## config.mk

```make
export PLATFORM = sky130hd
export DESIGN_NAME = mem_stage_flat
export DESIGN_NICKNAME = d
export VERILOG_FILES = /design/src/rtl/mem_stage_pkg.sv /design/src/rtl/mem_stage_if.sv /design/src/rtl/mem_wait_timer.sv /design/src/rtl/mem_stage.sv /design/src/flat_wrapper.sv
export SDC_FILE = /design/constraint.sdc
export NUM_CORES = 1
export LEC_CHECK = 0
export CORE_AREA = 2 2 123 125
export DETAILED_ROUTE_END_ITERATION = 8
export DIE_AREA = 0 0 125 127
export PLACE_DENSITY = 0.88
export SETUP_SLACK_MARGIN = 0.2
export SYNTH_ARGS = -nofsm -noshare
export SYNTH_HDL_FRONTEND = slang
export SYNTH_HIERARCHICAL = 1
export SYNTH_SLANG_ARGS = --single-unit
```

## constraint.sdc

```tcl
create_clock -name clk -period 5.36 [get_ports clk]
set_clock_uncertainty 0.2 [all_clocks]
set_input_delay 1.34 -clock clk [delete_from_list [all_inputs] [get_ports clk]]
set_output_delay 1.34 -clock clk [all_outputs]
set_load 0.01 [all_outputs]
```

## src/rtl/mem_stage_pkg.sv

```systemverilog
// Shared definitions for the MEM-stage controller: FSM state encoding,
// branch-type encodings, default parameters and the branch decision helper.
package mem_stage_pkg;

    typedef enum logic {
        ST_IDLE = 1'b0,
        ST_WAIT = 1'b1
    } state_t;

    typedef enum logic [1:0] {
        BR_NONE   = 2'b00,
        BR_EQ     = 2'b01,
        BR_NE     = 2'b10,
        BR_ALWAYS = 2'b11
    } branch_t;

    localparam int DEFAULT_DATA_W   = 32;
    localparam int DEFAULT_MAX_WAIT = 8;

    // Branch decision from the branch type and the ALU zero flag.
    function automatic logic branch_taken(input logic [1:0] br, input logic zero);
        logic taken;
        taken = 1'b0;
        case (br)
            BR_EQ:     taken = zero;
            BR_NE:     taken = ~zero;
            BR_ALWAYS: taken = 1'b1;
            default:   taken = 1'b0;
        endcase
        return taken;
    endfunction

endpackage

```

## src/rtl/mem_stage_if.sv

```systemverilog
// Request/acknowledge bus between the MEM stage (master) and the
// multi-cycle data memory (slave).
interface mem_stage_if #(
    parameter int DATA_W = 32
);
    logic              DmReq;
    logic              DmWe;
    logic [DATA_W-1:0] DmAddr;
    logic [DATA_W-1:0] DmWData;
    logic              DmAck;
    logic [DATA_W-1:0] DmRData;

    modport master (
        output DmReq, DmWe, DmAddr, DmWData,
        input  DmAck, DmRData
    );

    modport slave (
        input  DmReq, DmWe, DmAddr, DmWData,
        output DmAck, DmRData
    );
endinterface

```

## src/rtl/mem_wait_timer.sv

```systemverilog
// Wait-cycle counter for an outstanding data-memory access. Cleared when an
// access is issued, advanced on every WAIT cycle that does not complete, and
// flags expiry once MAX_WAIT cycles have gone by without an acknowledge.
module mem_wait_timer #(
    parameter int MAX_WAIT = 8
) (
    input  logic clk,
    input  logic Reset_n,
    input  logic clear,
    input  logic enable,
    output logic expired
);
    localparam int CNT_W = $clog2(MAX_WAIT + 1);

    logic [CNT_W-1:0] count;

    // Counter: clear has priority over enable so a fresh access starts at zero.
    always_ff @(posedge clk) begin
        if (!Reset_n) begin
            count <= '0;
        end else if (clear) begin
            count <= '0;
        end else if (enable) begin
            count <= count + 1'b1;
        end
    end

    assign expired = (count == CNT_W'(MAX_WAIT));

endmodule

```

## src/rtl/mem_stage.sv

```systemverilog
// MEM-stage controller: performs the data-memory access held in EX/MEM over a
// req/ack handshake, resolves branches, stalls upstream while an access is
// outstanding and registers the MEM/WB fields for writeback.
module mem_stage
    import mem_stage_pkg::*;
#(
    parameter int DATA_W   = DEFAULT_DATA_W,
    parameter int MAX_WAIT = DEFAULT_MAX_WAIT
) (
    input  logic              clk,
    input  logic              Reset_n,
    input  logic              ValidIn,
    input  logic [DATA_W-1:0] BranchAddResultIn,
    input  logic [DATA_W-1:0] ALUResultIn,
    input  logic [DATA_W-1:0] MemDataIn,
    input  logic [4:0]        rdRegIn,
    input  logic              RegWriteIn,
    input  logic              MemWriteIn,
    input  logic              MemReadIn,
    input  logic              MemToRegIn,
    input  logic              ZeroIn,
    input  logic [1:0]        BranchIn,
    mem_stage_if.master       dm,
    output logic              PCSrc,
    output logic [DATA_W-1:0] BranchTarget,
    output logic              StallOut,
    output logic              ValidOut,
    output logic              RegWriteOut,
    output logic              MemToRegOut,
    output logic              MemErrOut,
    output logic [DATA_W-1:0] ReadDataOut,
    output logic [DATA_W-1:0] ALUResultOut,
    output logic [4:0]        rdRegOut
);

    state_t state;
    logic   memop;
    logic   in_idle;
    logic   in_wait;
    logic   expired;
    logic   done;
    logic   timeout;
    logic   read_ack;

    assign memop   = ValidIn & (MemReadIn | MemWriteIn);
    assign in_idle = (state == ST_IDLE);
    assign in_wait = (state == ST_WAIT);

    // An acknowledge on the expiry cycle wins, so a timeout needs no ack.
    assign done     = in_wait & (dm.DmAck | expired);
    assign timeout  = in_wait & ~dm.DmAck & expired;
    assign read_ack = in_wait & dm.DmAck & ~dm.DmWe;

    assign StallOut     = (in_idle & memop) | (in_wait & ~done);
    assign PCSrc        = ValidIn & ~StallOut & branch_taken(BranchIn, ZeroIn);
    assign BranchTarget = BranchAddResultIn;

    mem_wait_timer #(
        .MAX_WAIT (MAX_WAIT)
    ) u_wait_timer (
        .clk     (clk),
        .Reset_n (Reset_n),
        .clear   (in_idle & memop),
        .enable  (in_wait & ~done),
        .expired (expired)
    );

    // Access FSM: latch the request on issue, hold it stable until completion.
    always_ff @(posedge clk) begin
        if (!Reset_n) begin
            state      <= ST_IDLE;
            dm.DmReq   <= 1'b0;
            dm.DmWe    <= 1'b0;
            dm.DmAddr  <= '0;
            dm.DmWData <= '0;
        end else begin
            case (state)
                ST_IDLE: begin
                    if (memop) begin
                        state      <= ST_WAIT;
                        dm.DmReq   <= 1'b1;
                        dm.DmWe    <= MemWriteIn;
                        dm.DmAddr  <= ALUResultIn;
                        dm.DmWData <= MemDataIn;
                    end
                end
                ST_WAIT: begin
                    if (done) begin
                        state    <= ST_IDLE;
                        dm.DmReq <= 1'b0;
                    end
                end
            endcase
        end
    end

    // MEM/WB register: capture when not stalled, otherwise insert a bubble.
    always_ff @(posedge clk) begin
        if (!Reset_n || StallOut) begin
            ValidOut     <= 1'b0;
            RegWriteOut  <= 1'b0;
            MemToRegOut  <= 1'b0;
            MemErrOut    <= 1'b0;
            ReadDataOut  <= '0;
            ALUResultOut <= '0;
            rdRegOut     <= '0;
        end else begin
            ValidOut     <= ValidIn;
            RegWriteOut  <= RegWriteIn & ValidIn & ~timeout;
            MemToRegOut  <= MemToRegIn;
            MemErrOut    <= timeout;
            ReadDataOut  <= read_ack ? dm.DmRData : '0;
            ALUResultOut <= ALUResultIn;
            rdRegOut     <= rdRegIn;
        end
    end

endmodule

```

## src/flat_wrapper.sv

```systemverilog
// flat-port wrapper written by rule: the top's interface ports become plain ports
module mem_stage_flat import mem_stage_pkg::*;
#(
    parameter int DATA_W   = DEFAULT_DATA_W,
    parameter int MAX_WAIT = DEFAULT_MAX_WAIT
)
  (clk, Reset_n, ValidIn, BranchAddResultIn, ALUResultIn, MemDataIn, rdRegIn, RegWriteIn, MemWriteIn, MemReadIn, MemToRegIn, ZeroIn, BranchIn, PCSrc, BranchTarget, StallOut, ValidOut, RegWriteOut, MemToRegOut, MemErrOut, ReadDataOut, ALUResultOut, rdRegOut, dm_DmReq, dm_DmWe, dm_DmAddr, dm_DmWData, dm_DmAck, dm_DmRData);
  mem_stage_if #(.DATA_W(DATA_W)) dm_i ();
  input  logic clk;
  input  logic Reset_n;
  input  logic ValidIn;
  input  logic [DATA_W-1:0] BranchAddResultIn;
  input  logic [DATA_W-1:0] ALUResultIn;
  input  logic [DATA_W-1:0] MemDataIn;
  input  logic [4:0] rdRegIn;
  input  logic RegWriteIn;
  input  logic MemWriteIn;
  input  logic MemReadIn;
  input  logic MemToRegIn;
  input  logic ZeroIn;
  input  logic [1:0] BranchIn;
  output logic PCSrc;
  output logic [DATA_W-1:0] BranchTarget;
  output logic StallOut;
  output logic ValidOut;
  output logic RegWriteOut;
  output logic MemToRegOut;
  output logic MemErrOut;
  output logic [DATA_W-1:0] ReadDataOut;
  output logic [DATA_W-1:0] ALUResultOut;
  output logic [4:0] rdRegOut;
  output wire logic [$bits(dm_i.DmReq)-1:0] dm_DmReq;
  output wire logic [$bits(dm_i.DmWe)-1:0] dm_DmWe;
  output wire logic [$bits(dm_i.DmAddr)-1:0] dm_DmAddr;
  output wire logic [$bits(dm_i.DmWData)-1:0] dm_DmWData;
  input wire logic [$bits(dm_i.DmAck)-1:0] dm_DmAck;
  input wire logic [$bits(dm_i.DmRData)-1:0] dm_DmRData;
  assign dm_DmReq = dm_i.DmReq;
  assign dm_DmWe = dm_i.DmWe;
  assign dm_DmAddr = dm_i.DmAddr;
  assign dm_DmWData = dm_i.DmWData;
  assign dm_i.DmAck = dm_DmAck;
  assign dm_i.DmRData = dm_DmRData;
  mem_stage #(.DATA_W(DATA_W), .MAX_WAIT(MAX_WAIT)) u_core (.clk(clk), .Reset_n(Reset_n), .ValidIn(ValidIn), .BranchAddResultIn(BranchAddResultIn), .ALUResultIn(ALUResultIn), .MemDataIn(MemDataIn), .rdRegIn(rdRegIn), .RegWriteIn(RegWriteIn), .MemWriteIn(MemWriteIn), .MemReadIn(MemReadIn), .MemToRegIn(MemToRegIn), .ZeroIn(ZeroIn), .BranchIn(BranchIn), .dm(dm_i), .PCSrc(PCSrc), .BranchTarget(BranchTarget), .StallOut(StallOut), .ValidOut(ValidOut), .RegWriteOut(RegWriteOut), .MemToRegOut(MemToRegOut), .MemErrOut(MemErrOut), .ReadDataOut(ReadDataOut), .ALUResultOut(ALUResultOut), .rdRegOut(rdRegOut));
endmodule
```

==> results by stage, run 1 <==
STA:
- Setup repair after global routing left no endpoint under its margin.
- The shortest period the worst path allows is about 4.7 ns.
- Across all hold checks on the routed design, the worst slack comes to 0.2557 ns.
- The final setup violation count is 0.
- The final number of hold-violating endpoints came to 0.
- At the pin with the least slew margin, the transition time is 0.9497 ns.
- After layout, the worst setup slack is 0.6260 ns.
- The achievable frequency is 211.2 MHz.
- The final number of max-transition violations is 0.
- The portion of the clock cycle consumed by the worst path in the final layout is 88.32%.
- Setup total negative slack on the finished layout was measured at 0 ns.
- The remaining max-slew budget at the tightest pin is ~37%.

Pwr:
- The overall power consumption is 2.655 mW.
- IR analysis of the VDD net gives a maximum drop of 223.0 uV.
- For this design the static power due to leakage is ~3.2 nW.
- Dividing total power by cell area gives a power density of 330.2 nW/um2.

Layout:
- The net count of the finished layout is 872.
- The area growth from synthesis to layout is 58.04%.
- With fillers left out, the area of the finished cells amounts to slightly above 8000 um2.
- The final core utilization is between 50% and 60%.
- Once layout is complete, the cells apart from fillers number 923.
- The commonest non-fill, non-tap cell in the layout is clkdlybuf4s50_1.
- In the final layout, flip-flops and latches occupy slightly below 3000 um2.
- The number of antenna diodes in the final layout is 0.
- Cells with a size suffix above 1 make up approximately 5.8% of the layout.
- In the layout the commonest cells are clkdlybuf4s50_1, dfxtp_1, nand2_1, mux2i_1, nor2_1.
- The multi-input combinational cells in the finished layout cover a total of 1775 um2.
- Fill cells in the final layout number 1243.

Die:
- The count of pins on the block boundary is roughly 320.
- The core area is 14420 um2.
- The effective utilization at floorplan is 35.27%.
- The floorplan step set the die width to 125 um.
- The floorplan die area is 15880 um2.
- The floorplan has 44 rows.
- The y dimension of the die is 127 um.

Placed design:
- The final RePlAce weighted congestion is between 0.7 and 0.8.
- The count of input and output buffers is 252.
- The worst slack at placement is between 0.6 and 0.7 ns.
- After detailed placement, the design holds a cell count of ~890.
- Detailed placement ended at an HPWL of ~10 mm.
- The total placed instance area is approximately 7500 um2.

Logic synthesis:
- The post-synthesis cell count is 514.
- By area the synthesized netlist is led by dfxtp_1, mux2i_1, nand2_1.
- Synthesis produced a netlist with a net count of 660.
- In this run, synthesis produced a sequential element count of 144.
- The top-area cell type share of the netlist area is 56.67%.
- The count of warnings emitted by yosys is 6.
- A synthesized cell averages 9.898 um2.
- Summed over all instances, the cell type with the most area after synthesis is dfxtp_1.
- In this run, distinct cell masters in the synthesized netlist total 33.
- The cell area after synthesis is 5087 um2.
- The sequential-to-total area share from yosys stat is 56.67%.

Worst setup path:
- The length in cells of the worst reg-to-reg path is 8.
- By startpoint and endpoint, the worst setup path is classified as input port to output port.
- The slowest stage of the critical path is the clkdlybuf4s50_1 cell.
- The capturing element type of the critical path is an output port.
- In this run the worst path has a maximum fanout of 11.
- The cell family with the largest share of critical-path delay is buffers and inverters.
- Among the stages of the critical path, the cell type that occurs most often is clkdlybuf4s50_1.
- The critical path buffer and inverter count is 2.
- The critical path arrival is 3.19 ns.
- Walking the worst path, the cells encountered are clkdlybuf4s50_1 > nor3b_2 > o21bai_4 > clkdlybuf4s50_1.
- The total stage count of the critical path is 4.
- STA puts the critical path data required time at about 3.8 ns.
- The startpoint type of the worst setup path is an input port.
- The worst stage delay on the critical path is about 0.68 ns.

Drt:
- The post-detailed-routing wire length is roughly 14 mm.
- The ratio of routed vias to standard cells is 4.401.
- In this run the remaining antenna-violating nets after routing total 0.
- The routed layout has 4062 vias.
- The starting DRC count in detailed routing is 182.
- After detailed routing, the number of remaining DRC violations is 0.
- The per-cell routed wire length is 14.68 um.
- The total iterations of the first detailed-routing run is 6.

Clocking:
- The clock reaches the later pin of the worst-skew pair after about 0.4 ns.
- The clock tree from TritonCTS is done.
- Clock-pin slew was measured on the worst setup and hold paths at 0.06 ns.
- TritonCTS created 17 clock buffers.
- For this design, the sink count on the clock tree is 144.
- The maximum count of clock buffers along a single path is 2.
- The hold buffer count at CTS is 0.
- The count of instances resized after the clock tree is built is 0.
- Buffers added to address setup during post-CTS repair amount to 0.
- The H-tree generated during clock tree synthesis spans 4 levels.
- The root buffer cell chosen for the clock tree is clkbuf_16.

GRT:
- The number of antenna violations at the first check in global routing is 0.
- Entering global routing, the biggest net connects 76 pins.
- The number of global-route vias before repair came to roughly 4000.
- Global routing finished with a remaining overflow of 0.
- The wire length of the first global-routing pass is 21.02 mm.
- For this run, the total global-route usage over all layers was measured as 16.84%.

Worst hold path:
- The worst hold path cell count is 2.
- The worst hold path belongs to the class flop to flop.

Run:
- The tool flagged a number of max-cap violations equal to 0.

Outcome:
- The run finished with clean final reports.
## final cells by class
class,instances,share of cell area (%)
flip-flops and latches,144,35.85
clock inverters,14,1.821
multi-input cells,305,22.08
repair buffers,255,31.78
inverters,3,0.1401
well taps,184,2.863
clock buffers,18,5.462
## cells by family after synthesis
| group | share of synthesized area [%] |
|---|---|
| and+or+nand+nor | 20.02 |
| DFF | 56.66 |
| muxes | 13.18 |
| buffers and inverters | 8.583 |
| AOI/OAI and AO/OA | 0.8853 |
| adders and majority gates | 0.4918 |
| xor gates and xnor gates | 0.1722 |
## path summary, 6_finish.rpt
| kind | slack (ns) | end | from |
|---|---|---|---|
| worst max-delay path | 0.63 | StallOut | dm_DmAck |
| worst max register to register | 2.99 | u_core/ALUResultOut[30]$_SDFF_PP0_ | u_core/u_wait_timer/count[0]$_SDFFE_PP0P_ |
| worst min register to register | 0.26 | u_core/dm.DmWData[7]$_SDFFE_PN0P_ | u_core/dm.DmWData[7]$_SDFFE_PN0P_ |
| worst min-delay path | 0.26 | u_core/dm.DmWData[7]$_SDFFE_PN0P_ | u_core/dm.DmWData[7]$_SDFFE_PN0P_ |
## synthesized netlist by cell type, drive strengths merged
| cell | n |
|---|---|
| nor3b | 2 |
| nand2b | 1 |
| nor2b | 1 |
| and4b | 1 |
| nand3b | 2 |
| clkbuf | 7 |
| o21ai | 1 |
| and2 | 34 |
| nand2 | 138 |
| or2b | 1 |
| nor4b | 1 |
| o22ai | 1 |
| a21oi | 1 |
| o21a | 1 |
| nor2 | 45 |
| a21bo | 1 |
| xnor2 | 1 |
| inv | 3 |
| and3 | 1 |
| dfxtp | 144 |
| o21bai | 1 |
| buf | 55 |
| or3b | 1 |
| nand4 | 1 |
| ha | 2 |
| mux2i | 67 |
## flip-flops by register name, indices dropped and copies added (netlist names), 4 cells and up
signal                     count
u_core/dm.DmAddr              32
u_core/rdRegOut                5
u_core/ReadDataOut            32
u_core/u_wait_timer/count      4
u_core/ALUResultOut           32
u_core/dm.DmWData             32
## power by group
| part | switching (mW) | internal [mW] |
|---|---|---|
| sequential | 0.0237 | 1.13 |
| combinational | 0.145 | 0.208 |
| clock | 0.486 | 0.668 |
## worst min-delay path: stages, from the launching register on
cell	delay [ns]
dfxtp_1	0.30
nand2_1	0.05
mux2i_1	0.05
## routing by layer
| metal | part of all wire [%] | track usage [%] | vias to the layer above |
|---|---|---|---|
| met5 | 0 | 0 | - |
| met4 | 2.3 | 7.320 | 0 |
| met3 | 6.6 | 5.779 | 27 |
| met2 | 51 | 29.16 | 153 |
| met1 | 40 | 18.93 | 1854 |
| li1 | - | - | 2028 |
(Power assumes the default switching activity.)
==> run 2: changes to the inputs <==
--- a/config.mk
+++ b/config.mk
@@ -5,6 +5,7 @@
 export SDC_FILE = /design/constraint.sdc
 export NUM_CORES = 1
 export LEC_CHECK = 0
+export ABC_CLOCK_PERIOD_IN_PS = 5360
 export CORE_AREA = 2 2 123 125
 export DETAILED_ROUTE_END_ITERATION = 8
 export DIE_AREA = 0 0 125 127
==> results of run 2 <==
Same layout as run 1: the final DEF is identical, and so are final timing and power.
